[config.mk]
export PLATFORM = sky130hd
export DESIGN_NAME = dm_store_arbiter_flat
export DESIGN_NICKNAME = d
export VERILOG_FILES = /design/src/rtl/dm_store_arbiter_if.sv /design/src/rtl/dm_store_arbiter.sv /design/src/flat_wrapper.sv
export SDC_FILE = /design/constraint.sdc
export NUM_CORES = 1
export LEC_CHECK = 0
export CAP_MARGIN = 25
export CORE_AREA = 4 4 260 160
export CTS_CLUSTER_SIZE = 14
export DETAILED_ROUTE_END_ITERATION = 12
export DIE_AREA = 0 0 264 164
export GPL_TIMING_DRIVEN = 0
export HOLD_SLACK_MARGIN = 0.15
export SYNTH_ARGS = -nofsm -noshare
export SYNTH_HDL_FRONTEND = slang
export SYNTH_SLANG_ARGS = --single-unit
export TNS_END_PERCENT = 1
[constraint.sdc]
create_clock -name clk_i -period 5.5 [get_ports clk_i]
set_input_delay 1.1 -clock clk_i [delete_from_list [all_inputs] [get_ports clk_i]]
set_output_delay 1.1 -clock clk_i [all_outputs]
set_load 0.01 [all_outputs]
[src/rtl/dm_store_arbiter_if.sv]
// Bus bundle between the M-stage store/load logic, the store buffer and the single DM port.
interface dm_store_arbiter_if;
    logic        st_valid;
    logic [31:0] st_addr;
    logic [3:0]  st_byteen;
    logic [31:0] st_wdata;
    logic        st_ready;
    logic        ld_valid;
    logic [31:0] ld_addr;
    logic        ld_grant;
    logic        ld_stall;
    logic        dm_ready;
    logic [31:0] dm_addr;
    logic [3:0]  dm_byteen;
    logic [31:0] dm_wdata;
    logic        sb_empty;

    modport master (
        output st_valid, st_addr, st_byteen, st_wdata, ld_valid, ld_addr, dm_ready,
        input  st_ready, ld_grant, ld_stall, dm_addr, dm_byteen, dm_wdata, sb_empty
    );

    modport slave (
        input  st_valid, st_addr, st_byteen, st_wdata, ld_valid, ld_addr, dm_ready,
        output st_ready, ld_grant, ld_stall, dm_addr, dm_byteen, dm_wdata, sb_empty
    );
endinterface

[src/rtl/dm_store_arbiter.sv]
// Store buffer and DM-port arbiter: loads bypass queued stores unless they hit a pending word.
// Optional write combining into the youngest entry when DM_STORE_ARBITER_WCOMB_EN is defined.
module dm_store_arbiter #(
    parameter int unsigned Depth       = 4,
    parameter int unsigned StarveLimit = 8
) (
    input logic               clk_i,
    input logic               rst_ni,
    dm_store_arbiter_if.slave bus
);
    localparam int unsigned PtrW = $clog2(Depth);
    localparam int unsigned CntW = $clog2(Depth + 1);
    localparam int unsigned StW  = $clog2(StarveLimit + 1);

    logic [29:0]     addr_q [Depth];
    logic [3:0]      be_q   [Depth];
    logic [31:0]     data_q [Depth];
    logic [PtrW-1:0] head_q, head_d, tail_q, tail_d, young;
    logic [CntW-1:0] count_q, count_d;
    logic [StW-1:0]  starve_q, starve_d;

    logic        full, empty, force_drain, head_drive, pop, push, alloc, merge;
    logic        hazard, hazard_buf, hazard_push, st_ready, ld_grant;
    logic [29:0] st_word;
    logic [31:0] dm_addr, dm_wdata, merged_data;
    logic [3:0]  dm_byteen;
    logic        unused_addr_lsbs;

    assign st_word          = bus.st_addr[31:2];
    assign full             = (count_q == CntW'(Depth));
    assign empty            = (count_q == '0);
    assign young            = tail_q - PtrW'(1);
    assign force_drain      = (starve_q == StW'(StarveLimit)) && !empty;
    assign unused_addr_lsbs = ^bus.st_addr[1:0];

    always_comb begin
        hazard_buf = 1'b0;
        for (int k = 0; k < int'(Depth); k++) begin
            if ((CntW'(k) < count_q) && (addr_q[head_q + PtrW'(k)] == bus.ld_addr[31:2])) begin
                hazard_buf = 1'b1;
            end
        end
    end

`ifdef DM_STORE_ARBITER_WCOMB_EN
    // Push-side hazard ignores st_ready so the arbitration never depends on the merge decision.
    assign hazard_push = bus.st_valid && (bus.st_byteen != 4'b0) && (st_word == bus.ld_addr[31:2]);
    assign merge = bus.st_valid && (bus.st_byteen != 4'b0) && !empty &&
                   (addr_q[young] == st_word) && !(pop && (count_q == CntW'(1)));
    assign st_ready = !full || merge;
`else
    assign hazard_push = push && (st_word == bus.ld_addr[31:2]);
    assign merge       = 1'b0;
    assign st_ready    = !full;
`endif

    assign push   = bus.st_valid && st_ready && (bus.st_byteen != 4'b0);
    assign alloc  = push && !merge;
    assign hazard = bus.ld_valid && (hazard_buf || hazard_push);

    always_comb begin
        head_drive = 1'b0;
        ld_grant   = 1'b0;
        dm_addr    = '0;
        dm_byteen  = '0;
        dm_wdata   = '0;
        if (force_drain) begin
            head_drive = 1'b1;
        end else if (bus.ld_valid && !hazard) begin
            ld_grant = 1'b1;
            dm_addr  = bus.ld_addr;
        end else if (!empty) begin
            head_drive = 1'b1;
        end
        if (head_drive) begin
            dm_addr   = {addr_q[head_q], 2'b00};
            dm_byteen = be_q[head_q];
            dm_wdata  = data_q[head_q];
        end
    end

    assign pop = head_drive && bus.dm_ready;

    always_comb begin
        merged_data = data_q[young];
        for (int b = 0; b < 4; b++) begin
            if (bus.st_byteen[b]) merged_data[8*b +: 8] = bus.st_wdata[8*b +: 8];
        end
    end

    always_comb begin
        head_d = pop ? head_q + PtrW'(1) : head_q;
        tail_d = alloc ? tail_q + PtrW'(1) : tail_q;
        unique case ({alloc, pop})
            2'b10:   count_d = count_q + CntW'(1);
            2'b01:   count_d = count_q - CntW'(1);
            default: count_d = count_q;
        endcase
        if (pop || empty) begin
            starve_d = '0;
        end else if (ld_grant && (starve_q != StW'(StarveLimit))) begin
            starve_d = starve_q + StW'(1);
        end else begin
            starve_d = starve_q;
        end
    end

    always_ff @(posedge clk_i or negedge rst_ni) begin
        if (!rst_ni) begin
            head_q   <= '0;
            tail_q   <= '0;
            count_q  <= '0;
            starve_q <= '0;
        end else begin
            head_q   <= head_d;
            tail_q   <= tail_d;
            count_q  <= count_d;
            starve_q <= starve_d;
        end
    end

    // Entry storage needs no reset: validity comes from head/count only.
    always_ff @(posedge clk_i) begin
        if (alloc) begin
            addr_q[tail_q] <= st_word;
            be_q[tail_q]   <= bus.st_byteen;
            data_q[tail_q] <= bus.st_wdata;
        end else if (merge) begin
            be_q[young]   <= be_q[young] | bus.st_byteen;
            data_q[young] <= merged_data;
        end
    end

    assign bus.st_ready  = st_ready;
    assign bus.ld_grant  = ld_grant;
    assign bus.ld_stall  = bus.ld_valid && !ld_grant;
    assign bus.dm_addr   = dm_addr;
    assign bus.dm_byteen = dm_byteen;
    assign bus.dm_wdata  = dm_wdata;
    assign bus.sb_empty  = empty;
endmodule

[src/flat_wrapper.sv]
// flat-port wrapper written by rule: the top's interface ports become plain ports
module dm_store_arbiter_flat 
#(
    parameter int unsigned Depth       = 4,
    parameter int unsigned StarveLimit = 8
)
  (clk_i, rst_ni, bus_st_valid, bus_st_addr, bus_st_byteen, bus_st_wdata, bus_ld_valid, bus_ld_addr, bus_dm_ready, bus_st_ready, bus_ld_grant, bus_ld_stall, bus_dm_addr, bus_dm_byteen, bus_dm_wdata, bus_sb_empty);
  dm_store_arbiter_if bus_i ();
  input logic clk_i;
  input logic rst_ni;
  input wire logic [$bits(bus_i.st_valid)-1:0] bus_st_valid;
  input wire logic [$bits(bus_i.st_addr)-1:0] bus_st_addr;
  input wire logic [$bits(bus_i.st_byteen)-1:0] bus_st_byteen;
  input wire logic [$bits(bus_i.st_wdata)-1:0] bus_st_wdata;
  input wire logic [$bits(bus_i.ld_valid)-1:0] bus_ld_valid;
  input wire logic [$bits(bus_i.ld_addr)-1:0] bus_ld_addr;
  input wire logic [$bits(bus_i.dm_ready)-1:0] bus_dm_ready;
  output wire logic [$bits(bus_i.st_ready)-1:0] bus_st_ready;
  output wire logic [$bits(bus_i.ld_grant)-1:0] bus_ld_grant;
  output wire logic [$bits(bus_i.ld_stall)-1:0] bus_ld_stall;
  output wire logic [$bits(bus_i.dm_addr)-1:0] bus_dm_addr;
  output wire logic [$bits(bus_i.dm_byteen)-1:0] bus_dm_byteen;
  output wire logic [$bits(bus_i.dm_wdata)-1:0] bus_dm_wdata;
  output wire logic [$bits(bus_i.sb_empty)-1:0] bus_sb_empty;
  assign bus_i.st_valid = bus_st_valid;
  assign bus_i.st_addr = bus_st_addr;
  assign bus_i.st_byteen = bus_st_byteen;
  assign bus_i.st_wdata = bus_st_wdata;
  assign bus_i.ld_valid = bus_ld_valid;
  assign bus_i.ld_addr = bus_ld_addr;
  assign bus_i.dm_ready = bus_dm_ready;
  assign bus_st_ready = bus_i.st_ready;
  assign bus_ld_grant = bus_i.ld_grant;
  assign bus_ld_stall = bus_i.ld_stall;
  assign bus_dm_addr = bus_i.dm_addr;
  assign bus_dm_byteen = bus_i.dm_byteen;
  assign bus_dm_wdata = bus_i.dm_wdata;
  assign bus_sb_empty = bus_i.sb_empty;
  dm_store_arbiter #(.Depth(Depth), .StarveLimit(StarveLimit)) u_core (.clk_i(clk_i), .rst_ni(rst_ni), .bus(bus_i));
endmodule
## Word-level counts from Yosys, hierarchy flattened

Memories as Yosys holds them, arrays and structs flattened.
Cells that the tools add are included.

| operators by class | value |
|---|---|
| mux-type cells | 19 |
| equality and inequality tests | 10 |
| magnitude comparators | 4 |
| add/subtract/negate cells | 7 |
| reductions and logical operators | 23 |

Operators with widths:

| kind | number |
|---|---|
| $eq A30 B30 Y1 | 5 |
| $mux W32 | 4 |
| $logic_and A1 B1 Y1 | 13 |
| $mux W4 | 3 |
| $mux W1 | 11 |
| $lt A1 B3 Y1 const A | 2 |
| $lt A2 B3 Y1 const A | 2 |
| $pmux W3 S2 | 1 |
| $add A2 B1 Y2 const B | 2 |
| $add A2 B2 Y2 const B | 2 |
| $add A4 B1 Y4 const B | 1 |
| $eq A4 B4 Y1 const B | 1 |
| $logic_not A1 Y1 | 4 |
| $ne A4 B4 Y1 const B | 1 |
| $reduce_bool A2 Y1 | 2 |
| $reduce_bool A4 Y1 | 1 |
| $add A3 B1 Y3 const B | 1 |
| $eq A3 B3 Y1 const B | 1 |
| $logic_not A3 Y1 | 1 |
| $sub A3 B1 Y3 const B | 1 |
| $eq A2 B1 Y1 const B | 1 |
| $eq A2 B2 Y1 const B | 1 |
| $logic_or A1 B1 Y1 | 2 |

| storage, ports and cells | value |
|---|---|
| bits in registers | 11 |
| logic and storage cells | 70 |
| output and inout port bits | 72 |
| input bits | 105 |
| memories kept | 3 |
| memory bits (writable) | 264 |

Memory list:

| memory | words | width | read ports | clocked after Yosys merged registers in | wr ports | line | source |
|---|---|---|---|---|---|---|---|
| u_core.data_q | 4 | 32 | 1 | 0 | 1 | dm_store_arbiter.sv:17 | `logic [31:0] data_q [Depth];` |
| u_core.addr_q | 4 | 30 | 4 | 0 | 1 | dm_store_arbiter.sv:15 | `logic [29:0] addr_q [Depth];` |
| u_core.be_q | 4 | 4 | 1 | 0 | 1 | dm_store_arbiter.sv:16 | `logic [3:0] be_q [Depth];` |

## Logic depth before layout (Yosys ltp)

An unclocked memory read counts as a cell.

| depth | value |
|---|---|
| depth after elaboration | 16 |
| mapped depth | 17 |
| gate-level depth less buffers | 14 |

## Least setup slack after synthesis

Ideal clock, no wire load.

| path | value |
|---|---|
| path kind | input to output |
| from | input bus_ld_addr[7] |
| to | output bus_dm_addr[28] |
| stages | 10 |
| path buffers | 1 |
| setup slack | 968 ps |
| required time | 4400 ps |
| data arrival time | 3432 ps |
| cells stage by stage | clkbuf_1 -> inv_1 -> a222oi_1 -> o21ai_0 -> or3_1 -> or4_1 -> o21a_4 -> nand2_8 -> inv_4 -> o31ai_1 |

| on the way | value |
|---|---|
| cells in the longest elaborated chain, start to end | 13 |
| elaborated cells between the ends (all ways) | 23 |
| classes of those cells | 5 x eq/ne; 9 x mux; 9 x reduce/logical |

RTL lines:

| element | line | source |
|---|---|---|
| start: declaration | flat_wrapper.sv:16 | `input wire logic [$bits(bus_i.ld_addr)-1:0] bus_ld_addr;` |
| $eq A30 B30 Y1 | dm_store_arbiter.sv:39 | `if ((CntW'(k) < count_q) && (addr_q[head_q + PtrW'(k)] == bus.ld_addr[31:2])) begin` |
| $logic_and A1 B1 Y1 | dm_store_arbiter.sv:39 |  |
| $mux W1 (4 in series) | dm_store_arbiter.sv:39 |  |
| $logic_or A1 B1 Y1 (*) | dm_store_arbiter.sv:59 | `assign hazard = bus.ld_valid && (hazard_buf \|\| hazard_push);` |
| $logic_and A1 B1 Y1 (*) | dm_store_arbiter.sv:59 |  |
| $logic_not A1 Y1 (*) | dm_store_arbiter.sv:69 | `end else if (bus.ld_valid && !hazard) begin` |
| $logic_and A1 B1 Y1 (*) | dm_store_arbiter.sv:69 |  |
| $mux W32 / $mux W1 (equally long branches) | dm_store_arbiter.sv:69 |  |
| $mux W32 / $mux W1 (equally long branches) | dm_store_arbiter.sv:67 | `if (force_drain) begin` |
| $mux W32 (*) | dm_store_arbiter.sv:75 | `if (head_drive) begin` |
| end: declaration | flat_wrapper.sv:21 | `output wire logic [$bits(bus_i.dm_addr)-1:0] bus_dm_addr;` |

Every way passes the cells marked *; elsewhere a longest branch is shown, timed or not.

## Final worst setup path

| path | value |
|---|---|
| from | register u_core.head_q[0] |
| to | output bus_dm_wdata[15] |

| on the way | value |
|---|---|
| cells in the longest elaborated chain, start to end | 14 |
| elaborated cells between the ends (all ways) | 24 |
| classes of those cells | 3 x add/sub; 4 x eq/ne; 7 x mux; 8 x reduce/logical; 2 x memory |

RTL lines:

| element | line | source |
|---|---|---|
| start: declaration | dm_store_arbiter.sv:18 | `logic [PtrW-1:0] head_q, head_d, tail_q, tail_d, young;` |
| start signal: assignment | dm_store_arbiter.sv:110 | `head_q <= '0;` |
| start signal: assignment | dm_store_arbiter.sv:115 | `head_q <= head_d;` |
| $add A2 B1 Y2 / $mem_v2 Z4 W30 (equally long branches) | n/a |  |
| $mem_v2 Z4 W30 / $eq A30 B30 Y1 (equally long branches) | n/a |  |
| $eq A30 B30 Y1 / $logic_and A1 B1 Y1 (equally long branches) | dm_store_arbiter.sv:39 |  |
| $logic_and A1 B1 Y1 / $mux W1 (equally long branches) | dm_store_arbiter.sv:39 |  |
| $mux W1 (3 in series) | dm_store_arbiter.sv:39 |  |
| $logic_or A1 B1 Y1 | dm_store_arbiter.sv:59 |  |
| $logic_and A1 B1 Y1 | dm_store_arbiter.sv:59 |  |
| $logic_not A1 Y1 | dm_store_arbiter.sv:69 |  |
| $logic_and A1 B1 Y1 | dm_store_arbiter.sv:69 |  |
| $mux W1 | dm_store_arbiter.sv:69 |  |
| $mux W1 | dm_store_arbiter.sv:67 |  |
| $mux W32 (*) | dm_store_arbiter.sv:75 |  |
| end: declaration | flat_wrapper.sv:23 | `output wire logic [$bits(bus_i.dm_wdata)-1:0] bus_dm_wdata;` |

Marked as above.

==> flow_metrics.env <==
export IMPL_outcome="finished, violations left"
export IMPL_violations="negative setup slack"
export IMPL_drtAntennaViolNets=0
export IMPL_synth_seq_area_share_pct=52.6
export IMPL_layout_commonest_cell="edfxtp_1"
export IMPL_critPathLaunchType="flip-flop"
export IMPL_worstSetupEndpointType="output port"
export IMPL_hold_class="reg -> reg"
export IMPL_worst_pin_slew_ps=948
export IMPL_fillers=3406
export IMPL_crit_type="reg -> out"
export IMPL_timing_fmax_mhz=175
export IMPL_preCtsSetupSlack_ps=-1030
export IMPL_synth_edf_count=264
export IMPL_multi_input_area_um2=7010
export IMPL_cts_inserted_buffers=29
export IMPL_hold_end="u_core.count_q[0]$_DFFE_PN0P_"
export IMPL_regArea_um2=8200
export IMPL_layout_min_cycle_time_ps=5730
export IMPL_maxCapViolations=0
export IMPL_fin_skew_ps=29.8
export IMPL_gp_congestion=1.00
export IMPL_syn_avg_cell_area_um2=14.9
export IMPL_worstPathCellList="buf_12 > buf_16 > buf_6 > buf_4 > clkbuf_2 > o211ai_1 > o2111ai_1 > or4_4 > o21a_4 > nand2_8 > buf_6 > and3_1 > clkdlybuf4s50_1"
export IMPL_first_global_vias=10800
export IMPL_root_buffer="clkbuf_16"
export IMPL_worstSkewPairLatency_ps=580
export IMPL_cts_hold_buf=0
export IMPL_drive_gt1_share_pct=26.6
export IMPL_core_um2=39000
export IMPL_slowest_stage="or4_4"
export IMPL_path_buf_inv=7
export IMPL_grt_pass1_wl_um=79900
export IMPL_wl_per_cell_um=31.6
export IMPL_final_nets=1352
export IMPL_cp_common_cell="buf_6"
export IMPL_grt_setup_unrepaired="true"
export IMPL_io_buffers=148
export IMPL_slew_violations=0
export IMPL_antenna_found_initial=1
export IMPL_p_per_area_nw_per_um2=547
export IMPL_synth_area_leaders="edfxtp_1 51%, mux4_2 16%, xnor2_1 6.5%"
export IMPL_drc=0
export IMPL_die_height_um=164
export IMPL_timing_final_crit_share_pct=104
export IMPL_grt_usage_pct=25.7
export IMPL_die_x_um=264
export IMPL_hold_viol_final=0
export IMPL_rows=56
export IMPL_finalNonFillerCells=1783
export IMPL_dieArea_um2=43300
export IMPL_path_delay_family="buffers and inverters"
export IMPL_grt_start_max_net_pins=45
export IMPL_syn_instance_count=1046
export IMPL_routed_via_density=6.14
export IMPL_synth_top_area_cell="edfxtp_1"
export IMPL_cts_tree="done"
export IMPL_hold_depth=1
export IMPL_worstPathRequired_ps=4400
export IMPL_clock_sinks=275
export IMPL_gr_total_overflow=0
export IMPL_hold_start="u_core.count_q[0]$_DFFE_PN0P_"
export IMPL_ff2ff_path_depth=15
export IMPL_ff2ff_setup_slack_ps=1260
export IMPL_dr_pass1_iters=6
export IMPL_post_dp_hpwl_um=41100
export IMPL_htreeDepth=1
export IMPL_maxSlewHeadroom_pct=36.8
export IMPL_totalPowerFinal_mw=10.6
export IMPL_dp_cells=1720
export IMPL_clk_pin_slew_ps=60
export IMPL_setup_viol=33
export IMPL_start_util_pct=40.0
export IMPL_num_vias=10900
export IMPL_synth_seq_cells=275
export IMPL_vdd_ir_drop_worst_mv=0.262
export IMPL_crit_start="u_core.head_q[0]$_DFFE_PN0P_"
export IMPL_syn_nets=1161
export IMPL_dr_first_iter_drc_count=1362
export IMPL_clock_path_buffers=3
export IMPL_r2r_start="u_core.head_q[0]$_DFFE_PN0P_"
export IMPL_whs_ps=590
export IMPL_area_growth_pct=23.9
export IMPL_ys_warn_count=0
export IMPL_synth_area_um2=15600
export IMPL_p_leak_nw=6.94
export IMPL_reg2reg_to="u_core.count_q[2]$_DFFE_PN0P_"
export IMPL_ys_flop_type="edfxtp_1"
export IMPL_synth_top_area_share_pct=50.9
export IMPL_final_cell_mix="264 x edfxtp_1, 114 x mux4_2, 105 x xnor2_1, 87 x clkdlybuf4s50_1, 66 x mux2i_1"
export IMPL_max_stage_delay_ps=630
export IMPL_crit_arrival_ps=4630
export IMPL_critical_path_peak_fanout=10
export IMPL_drt_wl_total_um=56300
export IMPL_synth_async_reset_ratio_pct=4.00
export IMPL_synth_distinct_cells=62
export IMPL_setup_ws_ps=-226
export IMPL_io_pins=177
## area by class of cell
class / count / area share (%)
inverters: 22 / 0.440
diodes: 1 / 0.0130
multi-input cells: 656 / 36.3
plain buffers: 92 / 4.11
clock buffers: 38 / 4.14
well taps: 522 / 3.38
clock inverters: 16 / 0.745
flip-flops and latches: 275 / 42.5
repair buffers: 161 / 8.41
## report_power, final
group | leakage, nW | switching (mW) | internal (mW)
registers | 2.55 | 0.200 | 2.74
clock network | 0.464 | 0.843 | 1.12
logic | 3.92 | 3.15 | 2.52
total | 6.94 | 4.19 | 6.38
## worst max-delay path by stage
stage	cells past startpoint	end	slack (ps)
5_1_grt	13	bus_dm_addr[6]	-340
3_3_place_gp	13	bus_dm_addr[28]	-1100
4_1_cts	12	bus_dm_addr[3]	-220
6_report	13	bus_dm_wdata[15]	-230
3_5_place_dp	14	bus_dm_addr[28]	-1030
2_1_floorplan	10	bus_dm_addr[28]	970
## synth_stat cells, types with 11 or more instances
library cell and instances:
xnor2_1 115, nand4_1 25, edfxtp_1 264, mux4_2 114, o21ai_2 20, dfrtp_1 11
nor4_1 13, xor2_1 20, mux2_2 17, nand2_1 45, and3_1 43, inv_1 19
clkbuf_1 38, buf_4 22, nor2_1 15, nand3_1 21, a21oi_1 17, o21ai_0 14
buf_2 12, mux2i_1 72
## repair_timing
action,4_1_cts,5_1_grt
buffers inserted,7,2
gates resized for setup,134,91
hold endpoints to repair,0,0
setup endpoints to repair,70,70
pin swaps,11,9
## logic make-up after synthesis
family                   Yosys count  share of synthesized area [%]
AO/OA/AOI/OAI                    112                           5.46
buffers and inverters            115                           3.96
adder cells (fa/ha/maj)           10                          0.803
AND/OR/NAND/NOR                  195                           7.09
multiplexers                     204                           22.5
XOR/XNOR                         135                           7.58
flip-flops                       275                           52.6
## sequential cells by signal, indices dropped and copies added (netlist names)
register         flops
u_core.addr_q      120
u_core.be_q         16
u_core.count_q       3
u_core.data_q      128
u_core.head_q        2
u_core.starve_q      4
u_core.tail_q        2
## routing by layer
layer / global-route usage [%] / wire (um) / vias up
met1: 38.0 / 24800 / 5685
met5: 4.28 / 271 / -
met2: 35.4 / 22900 / 630
li1: - / - / 4558
met4: 3.43 / 895 / 6
met3: 11.4 / 7440 / 70
## worst reg2reg max path, delay by kind of cell, from the launching register on
kind	cells	cell delay, ps
flip-flops	1	400
buffers and inverters	6	1090
AND/OR/NAND/NOR	2	690
AO/OA/AOI/OAI	4	1370
multiplexers	1	200
XOR/XNOR	1	140
adder cells (fa/ha/maj)	1	210
## per-stage QoR
step	util, %	setup TNS [ps]	instance area, um2
finish	49.6	-3900	19300
global route	49.6	-6210	19300
CTS	49.4	-4090	19200
detailed placement	45.8	-52020	17800
global placement	45.5	-188990	17700
floorplan	-	0	15600
(Power assumes the default switching activity.)
